[config.mk]
export PLATFORM = sky130hd
export DESIGN_NAME = key_event
export DESIGN_NICKNAME = d
export VERILOG_FILES = /design/src/rtl/key_event.sv
export SDC_FILE = /design/constraint.sdc
export NUM_CORES = 1
export LEC_CHECK = 0
export CAP_MARGIN = 20
export CORE_MARGIN = 5
export CORE_UTILIZATION = 55
export CTS_CLUSTER_DIAMETER = 30
export DETAILED_ROUTE_END_ITERATION = 8
export HOLD_SLACK_MARGIN = 0.12
export MAX_ROUTING_LAYER = met4
export PLACE_DENSITY = 0.78
export SETUP_SLACK_MARGIN = 0.15
export SLEW_MARGIN = 20
export SYNTH_ARGS = -nofsm -noshare
export SYNTH_HDL_FRONTEND = slang
export SYNTH_SLANG_ARGS = --single-unit
[constraint.sdc]
create_clock -name clk -period 5.5 [get_ports clk]
set_input_delay 1.1 -clock clk [delete_from_list [all_inputs] [get_ports clk]]
set_output_delay 1.1 -clock clk [all_outputs]
set_load 0.005 [all_outputs]
[src/rtl/key_event.sv]
// key_event: turns a debounced key level into press/release/tap/long-press/repeat pulses.
// `release` and `repeat` are language keywords, so those ports are named rel and rpt.
module key_event #(
  parameter logic [23:0] T_LONG     = 24'd50_000_000,
  parameter logic [23:0] T_REPEAT   = 24'd10_000_000,
  parameter int          CNT_W      = 24,
  parameter int          RW         = 8,
  parameter logic        ACTIVE_LOW = 1'b1
) (
  input  logic          clk,
  input  logic          n_rst,
  input  logic          din,
  output logic          press,
  output logic          rel,
  output logic          tap,
  output logic          long_press,
  output logic          rpt,
  output logic          held,
  output logic [RW-1:0] rpt_cnt
);
  typedef enum logic [1:0] {S_IDLE, S_PRESS, S_LONG} state_t;
  localparam logic [CNT_W-1:0] LONG_M1 = CNT_W'(T_LONG - 24'd1);
  localparam logic [CNT_W-1:0] RPT_M1  = CNT_W'(T_REPEAT - 24'd1);
  state_t           state, state_n;
  logic [CNT_W-1:0] cnt, cnt_n;
  logic [RW-1:0]    rc_n;
  logic             press_n, rel_n, tap_n, long_n, rpt_n;
  logic             act;
  assign act  = din ^ ACTIVE_LOW;
  assign held = state != S_IDLE;
  always_ff @(posedge clk or negedge n_rst)
    if (!n_rst) begin
      state      <= S_IDLE;
      cnt        <= '0;
      rpt_cnt    <= '0;
      press      <= 1'b0;
      rel        <= 1'b0;
      tap        <= 1'b0;
      long_press <= 1'b0;
      rpt        <= 1'b0;
    end else begin
      state      <= state_n;
      cnt        <= cnt_n;
      rpt_cnt    <= rc_n;
      press      <= press_n;
      rel        <= rel_n;
      tap        <= tap_n;
      long_press <= long_n;
      rpt        <= rpt_n;
    end
  // Key-up is tested first in every held state so it beats any threshold.
  always_comb begin
    state_n = state;
    cnt_n   = cnt;
    rc_n    = rpt_cnt;
    press_n = 1'b0;
    rel_n   = 1'b0;
    tap_n   = 1'b0;
    long_n  = 1'b0;
    rpt_n   = 1'b0;
    case (state)
      S_IDLE:
        if (act) begin
          state_n = S_PRESS;
          press_n = 1'b1;
          cnt_n   = '0;
          rc_n    = '0;
        end
      S_PRESS:
        if (!act) begin
          state_n = S_IDLE;
          rel_n   = 1'b1;
          tap_n   = 1'b1;
        end else if (cnt == LONG_M1) begin
          state_n = S_LONG;
          long_n  = 1'b1;
          cnt_n   = '0;
        end else cnt_n = cnt + 1'b1;
      S_LONG:
        if (!act) begin
          state_n = S_IDLE;
          rel_n   = 1'b1;
        end else if (cnt == RPT_M1) begin
          rpt_n = 1'b1;
          cnt_n = '0;
          rc_n  = &rpt_cnt ? rpt_cnt : rpt_cnt + 1'b1;
        end else cnt_n = cnt + 1'b1;
      default: begin
        state_n = S_IDLE;
        cnt_n   = '0;
      end
    endcase
  end
endmodule

==> flow_summary.ini, run 1 <==
[layout]
antenna_cells = 0
synthToLayoutAreaGrowth_pct = 13.3
final_util = 0.629
fin_nets = 263
multi_input_area_um2 = 1160
fillers = 345
final_area_um2 = 2480
drive_gt1_frac = 0.0547
regArea_um2 = 976

[cts]
cts.repair.resized = 0
cts_tree = built
cts_root_buf = clkbuf_8
h-tree-depth = 2
clkTransAtPathRegs_ns = 0.08
hold_buffers = 0
clock-sinks = 39
post_cts_buffers = 0
clock_latency_ns = 0.29
clock_path_buffers = 2
cts_made_buffers = 5

[timing]
rsz0062_at_grt = no
hold_viol_final = 0
finalSetupViolations = 0
max_freq_mhz = 316
relSlewSlack = 0.427
layout_worst_path_cycle_share = 0.576
finalWorstSetupSlack_ns = 2.33
worstMarginPinSlew_ns = 0.859
layout_min_cycle_time_ns = 3.17
drv_slew = 0
finalSetupTns_ns = 0
skew_ns = 0.00967

[critical_path]
r2r_end = cnt[21]
cp-endpoint = cnt[21]
rr_startpoint = state[0]
worstPathRequired_ns = 5.65
crit_type = in2reg
worst_setup_path_start_kind = input pin
critPathArrivalTime_ns = 3.32
reg2reg_depth = 7
r2r_slack_ns = 2.87
cp-end-kind = flip-flop
startpoint = din
crit_fanout = 17

[floorplanning]
pin_count = 17
core_um2 = 3940
die_x_um = 73.1
die_area_um2 = 5340
initial_core_util = 0.555
core.rowCount = 23
fp.dieH_um = 73.1

[min_path]
min_path_cells = 1
holdCritPathClass = reg2reg

[detailed_routing]
routed_wl_mm = 4.70
wl_per_cell_um = 15.3
drt_iter0_drc = 171
drtPass1Iterations = 4
ant_nets = 0
vias = 1792
drcViolationCount = 0
via_per_inst = 5.86

[synth]
async_reset_ff_frac = 1.00
ys_top_cells_by_area = dfrtp_1 45%, xnor2_1 6.4%, nand2_1 4.5%, nor2_1 4.5%, nand3_1 3.7%
netlist_area_um2 = 2190
yosysWarnings = 0
synthSimpleGateAreaFrac = 0.313
synth_compound_area_frac = 0.0886
synth_cell_types = 43
synth-xor-area-share = 0.0760
synth_edf_count = 0
synthCells = 238
synth_ff_type = dfrtp_1
synth-adder-area-share = 0.0286
ys_ff_latch = 39
syn_avg_cell_area_um2 = 9.20
synth_top_area_cell = dfrtp_1
yosysTopAreaCellShare = 0.446
synth_top_family_by_area = simple AND/OR/NAND/NOR gates
synthesis.nets = 246
ys_seq_area_frac = 0.446
synthMuxAreaShare = 0.0229

[placement]
preCtsSetupSlack_ns = 2.07
gp_congestion = 0.923
portBuffers = 16
dp.final_hpwl_mm = 3.28
place_area_um2 = 2380

[power]
power.density_nw_per_um2 = 266
peakVddDrop_mv = 0.197
leakagePower_nw = 1.01

[run_status]
outcome = finished clean

[global_routing]
grt_start_max_net_pins = 40
grt_pass1_wl_mm = 8.02
grt_antenna_before_repair = 0
gr-total-overflow = 0
grt_usage = 0.200
grt_pass1_vias = 1660

[flow_run]
drv_cap = 0
==> layer usage <==
layer / track usage / vias up / routed length [um] / part of all wire
met2: 0.285 / 45 / 2150 / 0.46
met3: 0.0427 / 9 / 204 / 0.043
met1: 0.282 / 847 / 2270 / 0.48
li1: - / 891 / - / -
met4: 0.0656 / 0 / 72 / 0.015
met5: - / - / 0 / 0
==> report_power, final <==
part	internal, mW	switching, mW	leakage, nW
clock	0.114	0.0977	0.0515
sequential	0.301	0.00816	0.540
combinational	0.0506	0.0875	0.414
==> through the flow <==
step / cells / total power [mW] / hold WS [ns]
final: 306 / 0.660 / 0.543
after global placement: 298 / 0.453 / 0.519
after CTS: 306 / 0.667 / 0.545
after detailed placement: 298 / 0.453 / 0.524
after floorplan: 238 / 0.406 / 0.476
after global routing: 306 / 0.694 / 0.555
==> kinds of logic after synthesis <==
kind of cell	count (synthesis)
compound gates	29
xor+xnor	19
mux	5
flops	39
fa+ha+maj	5
buf+inv	14
simple gates	127
==> Yosys cell counts (all sizes together), types with 2 or more instances <==
master and count:
xor2 3, nand2 26, and4 3, nor4 8
inv 7, nand3 16, buf 3, xnor2 16
nor4b 3, ha 5, nor3b 4, nor2b 4
o31ai 2, a21oi 2, mux2i 5, and3 9
o31a 3, clkbuf 3, o21ai 11, nand4 7
nor3 8, dfrtp 39, nor2 28, a31oi 3
o311ai 3, or3 2, and2 4
==> cell usage in the layout (no fill, tap or decap), types with 8 or more instances in the layout <==
| master | netlist | routed |
|---|---|---|
| o21ai_0 | 10 | 10 |
| and3_1 | 9 | 9 |
| nor3_1 | 8 | 8 |
| clkdlybuf4s50_1 | 0 | 15 |
| nor2_1 | 26 | 26 |
| nand2_1 | 26 | 26 |
| nand3_1 | 16 | 16 |
| dfrtp_1 | 39 | 39 |
| xnor2_1 | 16 | 16 |
==> worst min-delay path by stage <==
| stage | from | endpoint | slack (ns) |
|---|---|---|---|
| 2_1_floorplan | cnt[1] | cnt[1] | 0.48 |
| 5_1_grt | cnt[23] | cnt[23] | 0.56 |
| 3_5_place_dp | cnt[1] | cnt[1] | 0.52 |
| 4_1_cts | cnt[23] | cnt[23] | 0.54 |
| 3_3_place_gp | cnt[23] | cnt[23] | 0.52 |
| 6_report | rpt_cnt[0] | rpt_cnt[0] | 0.54 |
==> critical path: stages <==
cell and delay [ns]:
clkdlybuf4s50_1 0.71, o31ai_1 0.27, nand4_1 0.51, nor4b_1 0.51, xnor2_1 0.16, nor2_1 0.05
==> flip-flops by register name, indices dropped and copies added (netlist names) <==
name and flops:
rpt 1, press 1, state 2, tap 1, long_press 1, rel 1, rpt_cnt 8, cnt 24
==> area by class of cell <==
| cell class | instances | area share |
|---|---|---|
| Multi-Input combinational cell | 185 | 0.466 |
| Sequential cell | 39 | 0.393 |
| Inverter | 8 | 0.0121 |
| Timing Repair Buffer | 16 | 0.0625 |
| Tap cell | 50 | 0.0252 |
| Clock buffer | 8 | 0.0403 |
Note: power is estimated with default switching activity, not from simulation.
==> run 2: changes to the inputs <==
--- a/config.mk
+++ b/config.mk
@@ -7,12 +7,12 @@
 export LEC_CHECK = 0
 export CAP_MARGIN = 20
 export CORE_MARGIN = 5
-export CORE_UTILIZATION = 55
+export CORE_UTILIZATION = 52
 export CTS_CLUSTER_DIAMETER = 30
 export DETAILED_ROUTE_END_ITERATION = 8
 export HOLD_SLACK_MARGIN = 0.12
 export MAX_ROUTING_LAYER = met4
-export PLACE_DENSITY = 0.78
+export PLACE_DENSITY = 0.77
 export SETUP_SLACK_MARGIN = 0.15
 export SLEW_MARGIN = 20
 export SYNTH_ARGS = -nofsm -noshare
==> constraint.sdc (replaced) <==
create_clock -name clk -period 2.7 [get_ports clk]
set_input_delay 0.54 -clock clk [delete_from_list [all_inputs] [get_ports clk]]
set_output_delay 0.54 -clock clk [all_outputs]
set_load 0.005 [all_outputs]
==> flow_summary.ini, run 2 (synthesized netlist as in run 1, its figures left out) <==
[run_status]
outcome = finished clean

[power]
leakagePower_nw = 1.02
peakVddDrop_mv = 0.234
power.density_nw_per_um2 = 517

[cts]
post_cts_buffers = 0
clock_latency_ns = 0.29
h-tree-depth = 2
cts_made_buffers = 5
clkTransAtPathRegs_ns = 0.07
clock-sinks = 39
cts_root_buf = clkbuf_8
cts_tree = built
hold_buffers = 0
cts.repair.resized = 0
clock_path_buffers = 2

[timing]
relSlewSlack = 0.434
finalSetupTns_ns = 0
layout_worst_path_cycle_share = 0.858
drv_slew = 0
hold_viol_final = 0
worstMarginPinSlew_ns = 0.850
skew_ns = 0.00539
max_freq_mhz = 432
rsz0062_at_grt = no
layout_min_cycle_time_ns = 2.32
finalSetupViolations = 0

[layout]
largest_register_ff_count = 24
mostFrequentLayoutCells = 39 x dfrtp_1, 26 x nand2_1, 26 x nor2_1
final_common_cell = dfrtp_1
fillers = 349
fin_cells = 310
fin_nets = 269
top_register = cnt
synthToLayoutAreaGrowth_pct = 14.1
drive_gt1_frac = 0.0692
reg.largest.list = cnt: 24 flops, rpt_cnt: 8 flops, state: 2 flops
antenna_cells = 0

[detailed_routing]
drtPass1Iterations = 4
drt_iter0_drc = 189
wl_per_cell_um = 15.1
ant_nets = 0
vias = 1847
drcViolationCount = 0
routed_wl_mm = 4.68
via_per_inst = 5.96

[critical_path]
r2r_end = cnt[21]
cp-end-kind = flip-flop
crit_type = reg2reg
worstPathRequired_ns = 2.87
reg2reg_depth = 8
critPathArrivalTime_ns = 2.49
crit_fanout = 11
r2r_slack_ns = 0.38
rr_startpoint = state[0]
worst_setup_path_start_kind = flip-flop

[global_routing]
grt_usage = 0.192
gr-total-overflow = 0
grt_antenna_before_repair = 0
grt_pass1_wl_mm = 7.94
grt_pass1_vias = 1637
grt_start_max_net_pins = 40

[placement]
dp.cells = 304
gp_congestion = 0.882
portBuffers = 16
dp.final_hpwl_mm = 3.37

[flow_run]
drv_cap = 0

[floorplanning]
core.rowCount = 23
fp.dieH_um = 74.9
pin_count = 17
initial_core_util = 0.543
die_x_um = 74.9
core_um2 = 4030
die_area_um2 = 5610

[min_path]
holdCritPathClass = in2async
-- run 2: changes by cell type in the layout (fill, tap and decap cells not counted), sizes merged --
cell | before | now
buf | 1 | 7
clkbuf | 8 | 6
-- run 2: per-stage QoR --
stage / hold slack, ns / area, um^2 / setup WS (ns) / power [mW] / util
2_1_floorplan: 0.244 / 2190 / 0.723 / 0.827 / -
5_1_grt: 0.439 / 2500 / 0.257 / 1.36 / 0.620
3_3_place_gp: 0.512 / 2430 / 0.531 / 0.937 / 0.602
6_report: 0.357 / 2500 / 0.384 / 1.29 / 0.620
4_1_cts: 0.394 / 2500 / 0.405 / 1.30 / 0.620
3_5_place_dp: 0.515 / 2430 / 0.448 / 0.945 / 0.602
-- run 2: how the worst max path moves through the flow --
stage | start | end | slack [ns] | cells past startpoint
5_1_grt | state[0] | cnt[23] | 0.26 | 8
3_3_place_gp | din | rpt_cnt[0] | 0.53 | 5
4_1_cts | state[0] | cnt[21] | 0.41 | 8
6_report | state[0] | cnt[21] | 0.38 | 8
3_5_place_dp | state[0] | cnt[21] | 0.45 | 8
2_1_floorplan | state[0] | cnt[20] | 0.72 | 7
-- run 2: per-layer routing --
| layer | wire [um] | GRT usage | vias to the layer above |
|---|---|---|---|
| li1 | - | - | 898 |
| met1 | 2300 | 0.284 | 892 |
| met2 | 2030 | 0.253 | 48 |
| met3 | 280 | 0.0507 | 9 |
| met4 | 73 | 0.0652 | 0 |
| met5 | 0 | - | - |
-- run 2: where the power goes --
group	switching [mW]	internal [mW]
logic	0.185	0.119
registers	0.0173	0.614
clock network	0.184	0.172
total	0.386	0.905
-- run 2: worst max-delay path, stage by stage (launching register included) --
cell,delay [ns]
dfrtp_1,0.35
inv_1,0.08
ha_1,0.29
o31ai_1,0.50
nand4_1,0.15
buf_4,0.20
nor4b_1,0.39
xnor2_1,0.17
nor2_1,0.06
-- run 2: final cells by class --
cell class,instances,area [um^2],share of cell area
inverter,8,30.0,0.0120
sequential,39,976,0.391
tap,50,62.6,0.0250
clock buffer,6,72.6,0.0290
timing repair buffer,22,200,0.0801
multi-input combinational,185,1160,0.463
==> run 3: changes to the inputs <==
--- a/config.mk
+++ b/config.mk
@@ -7,12 +7,11 @@
 export LEC_CHECK = 0
 export CAP_MARGIN = 20
 export CORE_MARGIN = 5
-export CORE_UTILIZATION = 52
-export CTS_CLUSTER_DIAMETER = 30
+export CORE_UTILIZATION = 35
 export DETAILED_ROUTE_END_ITERATION = 8
 export HOLD_SLACK_MARGIN = 0.12
 export MAX_ROUTING_LAYER = met4
-export PLACE_DENSITY = 0.77
+export PLACE_DENSITY = 0.56
 export SETUP_SLACK_MARGIN = 0.15
 export SLEW_MARGIN = 20
 export SYNTH_ARGS = -nofsm -noshare
==> flow_summary.ini, run 3 (synthesized netlist as in run 1, its figures left out) <==
[critical_path]
r2r_slack_ns = 0.45
reg2reg_depth = 6
startpoint = cnt[13]
cp-endpoint = cnt[8]
cp_slowest_cell = nor4b_1
rr_startpoint = cnt[13]
r2r_end = cnt[8]
slowest_delay_ns = 0.61
cp-end-kind = flip-flop
crit_fanout = 20
critPathArrivalTime_ns = 2.42
worstPathRequired_ns = 2.86
crit_chain = nor4b_1 > nand4_1 > o311ai_0 > and3_1 > buf_4 > nor2_1
worst_setup_path_start_kind = flip-flop
crit_type = reg2reg

[global_routing]
grt_usage = 0.144
grt_antenna_before_repair = 0
grt_start_max_net_pins = 40
grt_pass1_wl_mm = 8.63
gr-total-overflow = 0
grt_pass1_vias = 1710

[cts]
post_cts_buffers = 0
clkTransAtPathRegs_ns = 0.08
clock-sinks = 39
clock_path_buffers = 2
cts.repair.resized = 0
cts_made_buffers = 5
clock_latency_ns = 0.29
cts_root_buf = clkbuf_8
cts_tree = built
hold_buffers = 0
h-tree-depth = 2

[timing]
max_freq_mhz = 444
relSlewSlack = 0.409
finalSetupViolations = 0
skew_ns = 0.0107
rsz0062_at_grt = no
finalSetupTns_ns = 0
worstMarginPinSlew_ns = 0.887
hold_viol_final = 0
layout_min_cycle_time_ns = 2.25
layout_worst_path_cycle_share = 0.834
worst_hold_slack_ns = 0.371
drv_slew = 0

[layout]
final_util = 0.428
reg.largest.list = cnt: 24 flops, rpt_cnt: 8 flops, state: 2 flops
drive_gt1_frac = 0.0802
antenna_cells = 0
fin_nets = 269
top_register = cnt
largest_register_ff_count = 24
final_common_cell = dfrtp_1
mostFrequentLayoutCells = 39 x dfrtp_1, 26 x nand2_1, 26 x nor2_1
synthToLayoutAreaGrowth_pct = 17.0

[placement]
portBuffers = 16
dp.final_hpwl_mm = 3.54
gp_congestion = 0.826

[run_status]
outcome = finished clean

[detailed_routing]
via_per_inst = 5.32
drcViolationCount = 0
routed_wl_mm = 5.04
drtPass1Iterations = 4
ant_nets = 0
drt_iter0_drc = 86
vias = 1792
wl_per_cell_um = 14.9

[floorplanning]
pin_count = 17
core.rowCount = 28
fp.dieH_um = 89.1
die_x_um = 89.1
core_um2 = 5990
die_area_um2 = 7940
initial_core_util = 0.365

[power]
total_power_mw = 1.38
leakagePower_nw = 1.04
peakVddDrop_mv = 0.282
power.density_nw_per_um2 = 537

[flow_run]
drv_cap = 0

[min_path]
holdCritPathClass = in2async
run 3: final cells by class:
type,instances,area [um^2]
repair buffers,22,200
well taps,75,93.8
inverters,8,30.0
flip-flops and latches,39,976
clock buffers,8,100
fillers,588,3430
multi-input cells,185,1160
run 3: how the worst min path moves through the flow:
stage,slack [ns],end,startpoint,cells past startpoint
floorplan,0.24,cnt[0],n_rst,0
global placement,0.50,cnt[1],cnt[1],2
global route,0.45,cnt[19],n_rst,1
detailed placement,0.51,cnt[1],cnt[1],2
CTS,0.42,cnt[19],n_rst,1
finish,0.37,cnt[4],n_rst,1
run 3: stage by stage:
stage	std cells	cell area [um^2]	worst slack [ns]
3_3_place_gp	329	2460	0.451
5_1_grt	337	2560	0.279
3_5_place_dp	329	2460	0.422
2_1_floorplan	238	2190	0.723
4_1_cts	337	2560	0.417
6_report	337	2560	0.447
run 3: worst max-delay path: cells and delay by family, from the launching register on:
family                 cells  cell delay [ns]
and+or+nand+nor            4             1.12
AOI/OAI and AO/OA          1             0.31
DFF                        1             0.43
buffers and inverters      1             0.25
run 3: where the power goes:
group	leakage [nW]	switching, mW	internal (mW)
sequential	0.540	0.0172	0.613
combinational	0.444	0.188	0.120
clock	0.0515	0.202	0.233
run 3: per-layer routing:
metal | global-route usage | part of all wire | vias up
met5 | - | 0 | -
met4 | 0.0433 | 0.0058 | 0
met3 | 0.0276 | 0.034 | 2
met2 | 0.214 | 0.44 | 29
met1 | 0.198 | 0.52 | 866
li1 | - | - | 895
==> patch 1: new RTL, flow settings as in run 2 <==
Reset style: synchronous (`n_rst`), changed in one clocked block.
--- a/src/rtl/key_event.sv
+++ b/src/rtl/key_event.sv
@@ -29,5 +29,5 @@
   assign act  = din ^ ACTIVE_LOW;
   assign held = state != S_IDLE;
-  always_ff @(posedge clk or negedge n_rst)
+  always_ff @(posedge clk)
     if (!n_rst) begin
       state      <= S_IDLE;
Check against the original RTL: differs if n_rst is asserted again (counterexample within 4 cycles, from zero or initial values and one cycle with n_rst low); with n_rst held inactive, the same outputs for 10 cycles.
==> patch 1 against run 2 <==
- routed wire length down 18%
- cell area shrank 11%
- maximum frequency is 0.52% lower
- sequential cell count stayed put
- worst setup slack lost 0.012 ns
- die area down 11%
- sequential share of layout area decreased by 3.9 points
- area after synthesis shrank 12%
- critical endpoint is now rpt_cnt[4]
Power is not compared: it rests on default switching activity, and its combinational part moved more than twofold at a synthesized area within 25%.
==> patch 1: results (changes against run 2) <==
| Metric | Value |
|---|---|
| CP max FO | 14 (+3) |
| FILL cells | 311 (-11%) |
| Outcome | finished clean |
| GR Util All Layers | 17.2% (-2.1 points) |
| Drt initial violations | 163 (-14%) |
| Commonest cells post-synth | dfxtp_1 (39), nor2_1 (33), xor2_1 (19) |
| Fin nets | 249 (-7.4%) |
| Met3 usage | 3.98% (-1.1 points) |
| Met2 usage | 24.1% (-1.2 points) |
| First-pass GRT wire length | 6760 um (-15%) |
| Worst reg-to-reg setup slack | between 0.3 and 0.4 ns |
| Synth unique cells | 39 (-9.3%) |
| Vias in the first global route | 1,443 (-12%) |
| Routed vias/inst | 5.54 (-6.9%) |
| R2r worst-path depth | 5 (-3) |
| Reg2Reg Capture Point | rpt_cnt[4] |
| Final Skew | 0.0108 ns (+0.00539 ns) |
| Critical Path AT | 2.57 ns (+0.08 ns) |
| GRT met1 Usage | 23.0% (-5.4 points) |
| WL final | 3850 um (-18%) |
| Worst reg2reg startpoint | cnt[17] |
| Share of cells above drive strength 1 | 7.44% (+0.51 points) |
| Final HPWL from detailed placement | 2730 um (-19%) |
| Hold WC Path Type | flop to flop |
| RD Place Congestion | 0.828 (-6.1%) |
patch 1: cell types whose count changed in the layout (fill, tap and decap cells not counted), sizes merged, moves of 5 or more:
cell / delta
and3: -5
a21oi: +6
xnor2: -12
mux2i: -5
dfxtp: +39
dfrtp: -39
nand4: +7
nand2: -9
nor2: +5
or3: +6
xor2: +16
patch 1: power by group through the flow:
stage	Sequential (uW)	Combinational (uW)	Clock (uW)
after floorplan	598	58.9	0
after global placement	598	83.1	0
after detailed placement	598	83.8	0
after CTS	584	84.1	412
after global routing	585	92.0	430
final	584	83.5	395
patch 1: routing by layer:
metal / wire [um] / part of all wire (%) / vias to the layer above
met5: 0 / 0 / -
met4: 89 / 2.3 / 0
met3: 163 / 4.2 / 8
met2: 1760 / 46 / 34
met1: 1850 / 48 / 740
li1: - / - / 826
patch 1: cell type report:
type | instances | share of cell area [%]
clock buffer | 5 | 3.10
clock inverter | 3 | 0.901
inverter | 5 | 0.845
multi-input combinational | 170 | 48.8
sequential | 39 | 35.1
tap | 48 | 2.70
timing repair buffer | 20 | 8.56
patch 1: through the flow:
step	util (%)	hold slack, ns	cells	area (um^2)	power (uW)
floorplan	-	0.449	221	1920	657
global placement	59.2	0.480	282	2130	681
detailed placement	59.2	0.476	282	2130	682
CTS	61.6	0.487	290	2220	1080
global route	61.6	0.513	290	2220	1110
finish	61.6	0.487	290	2220	1060
patch 1: worst max path at each step:
stage | startpoint | slack (ns) | end
6_report | cnt[17] | 0.37 | rpt_cnt[4]
5_1_grt | state[0] | 0.19 | cnt[19]
4_1_cts | cnt[17] | 0.38 | rpt_cnt[4]
3_5_place_dp | cnt[17] | 0.41 | rpt_cnt[4]
3_3_place_gp | cnt[17] | 0.43 | rpt_cnt[4]
2_1_floorplan | state[0] | 0.61 | cnt[16]
patch 1: logic make-up after synthesis:
group | share of synthesized area [%]
xor gates and xnor gates | 10.5
buffers and inverters | 2.93
and+or+nand+nor | 33.2
AOI/OAI and AO/OA | 9.45
adders and majority gates | 3.26
DFF | 40.7
patch 1: critical path: stages, from the launching register on:
cell and delay, ns:
dfxtp_1 0.40, or4b_4 0.57, nor4_4 0.35, a41oi_2 0.35
or3_1 0.44, a21oi_1 0.14
==> patch 2: new RTL, settings of run 2 <==
Made on the original files. Change the parameter `RW` from 8 to 7.
--- a/src/rtl/key_event.sv
+++ b/src/rtl/key_event.sv
@@ -5,5 +5,5 @@
   parameter logic [23:0] T_REPEAT   = 24'd10_000_000,
   parameter int          CNT_W      = 24,
-  parameter int          RW         = 8,
+  parameter int          RW         = 7,
   parameter logic        ACTIVE_LOW = 1'b1
 ) (
Interface: changed (resized rpt_cnt); port bits go from 17 to 16. The function was not compared with the original's and may differ.
==> patch 2 against run 2 <==
- count of clock-buffer cells in the layout up 1
- worst setup slack worse by 0.072 ns
- area after synthesis up 0.51%
- sequential cell count shrank 1
- routed wire length up 4.8%
- cell area is 1.2% higher
- power grew 6.4%
- sequential power shrank 2%
- first-iteration DRC count increased by 27%
- synthesized cell count decreased by 4.2%
- critical endpoint is now cnt[2]
==> patch 2: results (changes against run 2) <==
| Metric | Value |
|---|---|
| Yosys warns | 0 (unchanged) |
| Synth unique cells | 47 (+9.3%) |
| Peak supply drop | 0.301 mV (+29%) |
| CTS resizes | 0 (unchanged) |
| Hold WC Path Type | input port to asynchronous set/reset pin |
| WL final | 4910 um (+4.8%) |
| Slew margin rel. | 43.0% (-0.34 points) |
| Initial antenna violation count | 0 (unchanged) |
| TritonCTS buffer count | 5 (unchanged) |
| FILL cells | 364 (+4.3%) |
| Final HPWL from detailed placement | 3440 um (+2.1%) |
| Switching power | 442 uW (+15%) |
| Gr ovfl total | 0 (unchanged) |
| Router iterations before antenna repair | 5 (+1) |
| Outcome | finished clean |
| GR Util All Layers | 20.2% (+0.98 points) |
| Clk root buf | clkbuf_8 |
| First-pass GRT wire length | 8360 um (+5.2%) |
| Largest net degree at the start of global routing | 39 (-2.5%) |
| Clock-pin transition on the worst setup and hold timing paths | 0.07 ns (about the same) |
| Post-CTS Setup Inserts | 0 (unchanged) |
| H-tree Lvls | 2 (unchanged) |
| Async S/R FF share, synth | 100% (unchanged) |
| Port Buffers | 15 (-1) |
| RD Place Congestion | 0.836 (-5.3%) |
| Via count | 1,854 (+0.38%) |
| N_diodes | 0 (unchanged) |
| Fin nets | 258 (-4.1%) |
| Drt initial violations | 240 (+27%) |
| Final Skew | 0.00948 ns (+0.00409 ns) |
| CP max FO | 19 (+8) |
| Share of cells above drive strength 1 | 11.6% (+4.6 points) |
| LEAKAGE | 0.00101 uW (-0.52%) |
| Post-synthesis sequential area ratio | 43.2% (-1.4 points) |
| Post-Syn Nets | 236 (-4.1%) |
| Vias in the first global route | 1,748 (+6.8%) |
| Commonest cells post-synth | dfrtp_1 (38), nand2_1 (24), a21oi_1 (17) |
| Worst-Skew Late Latency | 0.29 ns (about the same) |
| Setup WS pre-CTS | 0.305 ns (-0.143 ns) |
| Clk buf depth | 2 (unchanged) |
| Critical Path AT | 2.54 ns (+0.05 ns) |
| Largest registers | cnt x24, rpt_cnt x7, state x2 |
| Synth top area cells | dfrtp_1 (43%), nand2_1 (4.1%), a21oi_1 (3.9%) |
patch 2: cell count changes after synthesis, moves of 4 or more:
cell	change
clkbuf_1	+4
xnor2_1	-10
nor2_1	-16
nand4_1	+4
xor2_1	+6
o211ai_1	+5
o21ai_0	-6
a21oi_1	+15
nor3b_1	-4
patch 2: kinds of logic (layout without fill, tap and decap cells):
family	count (synthesis)	in the layout	share of synthesized area [%]
compound gates	48	48	15.2
mux	5	5	2.44
xor+xnor	15	15	5.97
fa+ha+maj	5	5	2.84
flops	38	38	43.2
simple gates	101	101	27.2
buf+inv	16	39	3.07
patch 2: layout make-up:
class | instances | area [um^2] | area share [%]
Clock buffer | 7 | 86.3 | 3.42
Clock inverter | 1 | 5.00 | 0.198
Inverter | 8 | 30.0 | 1.19
Multi-Input combinational cell | 174 | 1190 | 47.0
Sequential cell | 38 | 951 | 37.6
Tap cell | 50 | 62.6 | 2.48
Timing Repair Buffer | 23 | 205 | 8.12
patch 2: metal layers:
layer	global-route usage [%]	vias up	wire length (um)
li1	-	887	-
met1	26.9	907	2260
met2	29.7	52	2320
met3	4.54	8	233
met4	8.50	0	95
met5	-	-	0
patch 2: worst paths after layout:
check | from | end | slack [ns] | depth (start not counted)
worst max-delay path | cnt[8] | cnt[2] | 0.31 | 6
worst min-delay path | n_rst | cnt[12] | 0.36 | 1
worst max register to register | cnt[8] | cnt[2] | 0.31 | 6
worst min register to register | cnt[1] | cnt[1] | 0.52 | 2
max in group asynchronous | n_rst | rpt_cnt[2] | 1.80 | 1
min in group clk | cnt[1] | cnt[1] | 0.52 | 2
patch 2: power groups by stage:
stage / clock network [uW] / registers [uW] / logic [uW]
after detailed placement: 0 / 628 / 352
after global placement: 0 / 628 / 345
after CTS: 418 / 617 / 355
final: 404 / 617 / 354
after global routing: 451 / 619 / 394
after floorplan: 0 / 626 / 219
patch 2: per-stage QoR:
step           std cells  total power (uW)  instance area, um^2
6_report             301              1370                 2530
5_1_grt              301              1460                 2530
4_1_cts              301              1390                 2530
3_5_place_dp         293               980                 2440
3_3_place_gp         293               974                 2440
2_1_floorplan        228               845                 2200
patch 2: worst max-delay path, stage by stage (launching register included):
cell and delay [ns]:
dfrtp_1 0.45, or4b_4 0.57, nor4_4 0.47, a21boi_2 0.22, o21ai_4 0.16, buf_4 0.24, o311ai_0 0.14
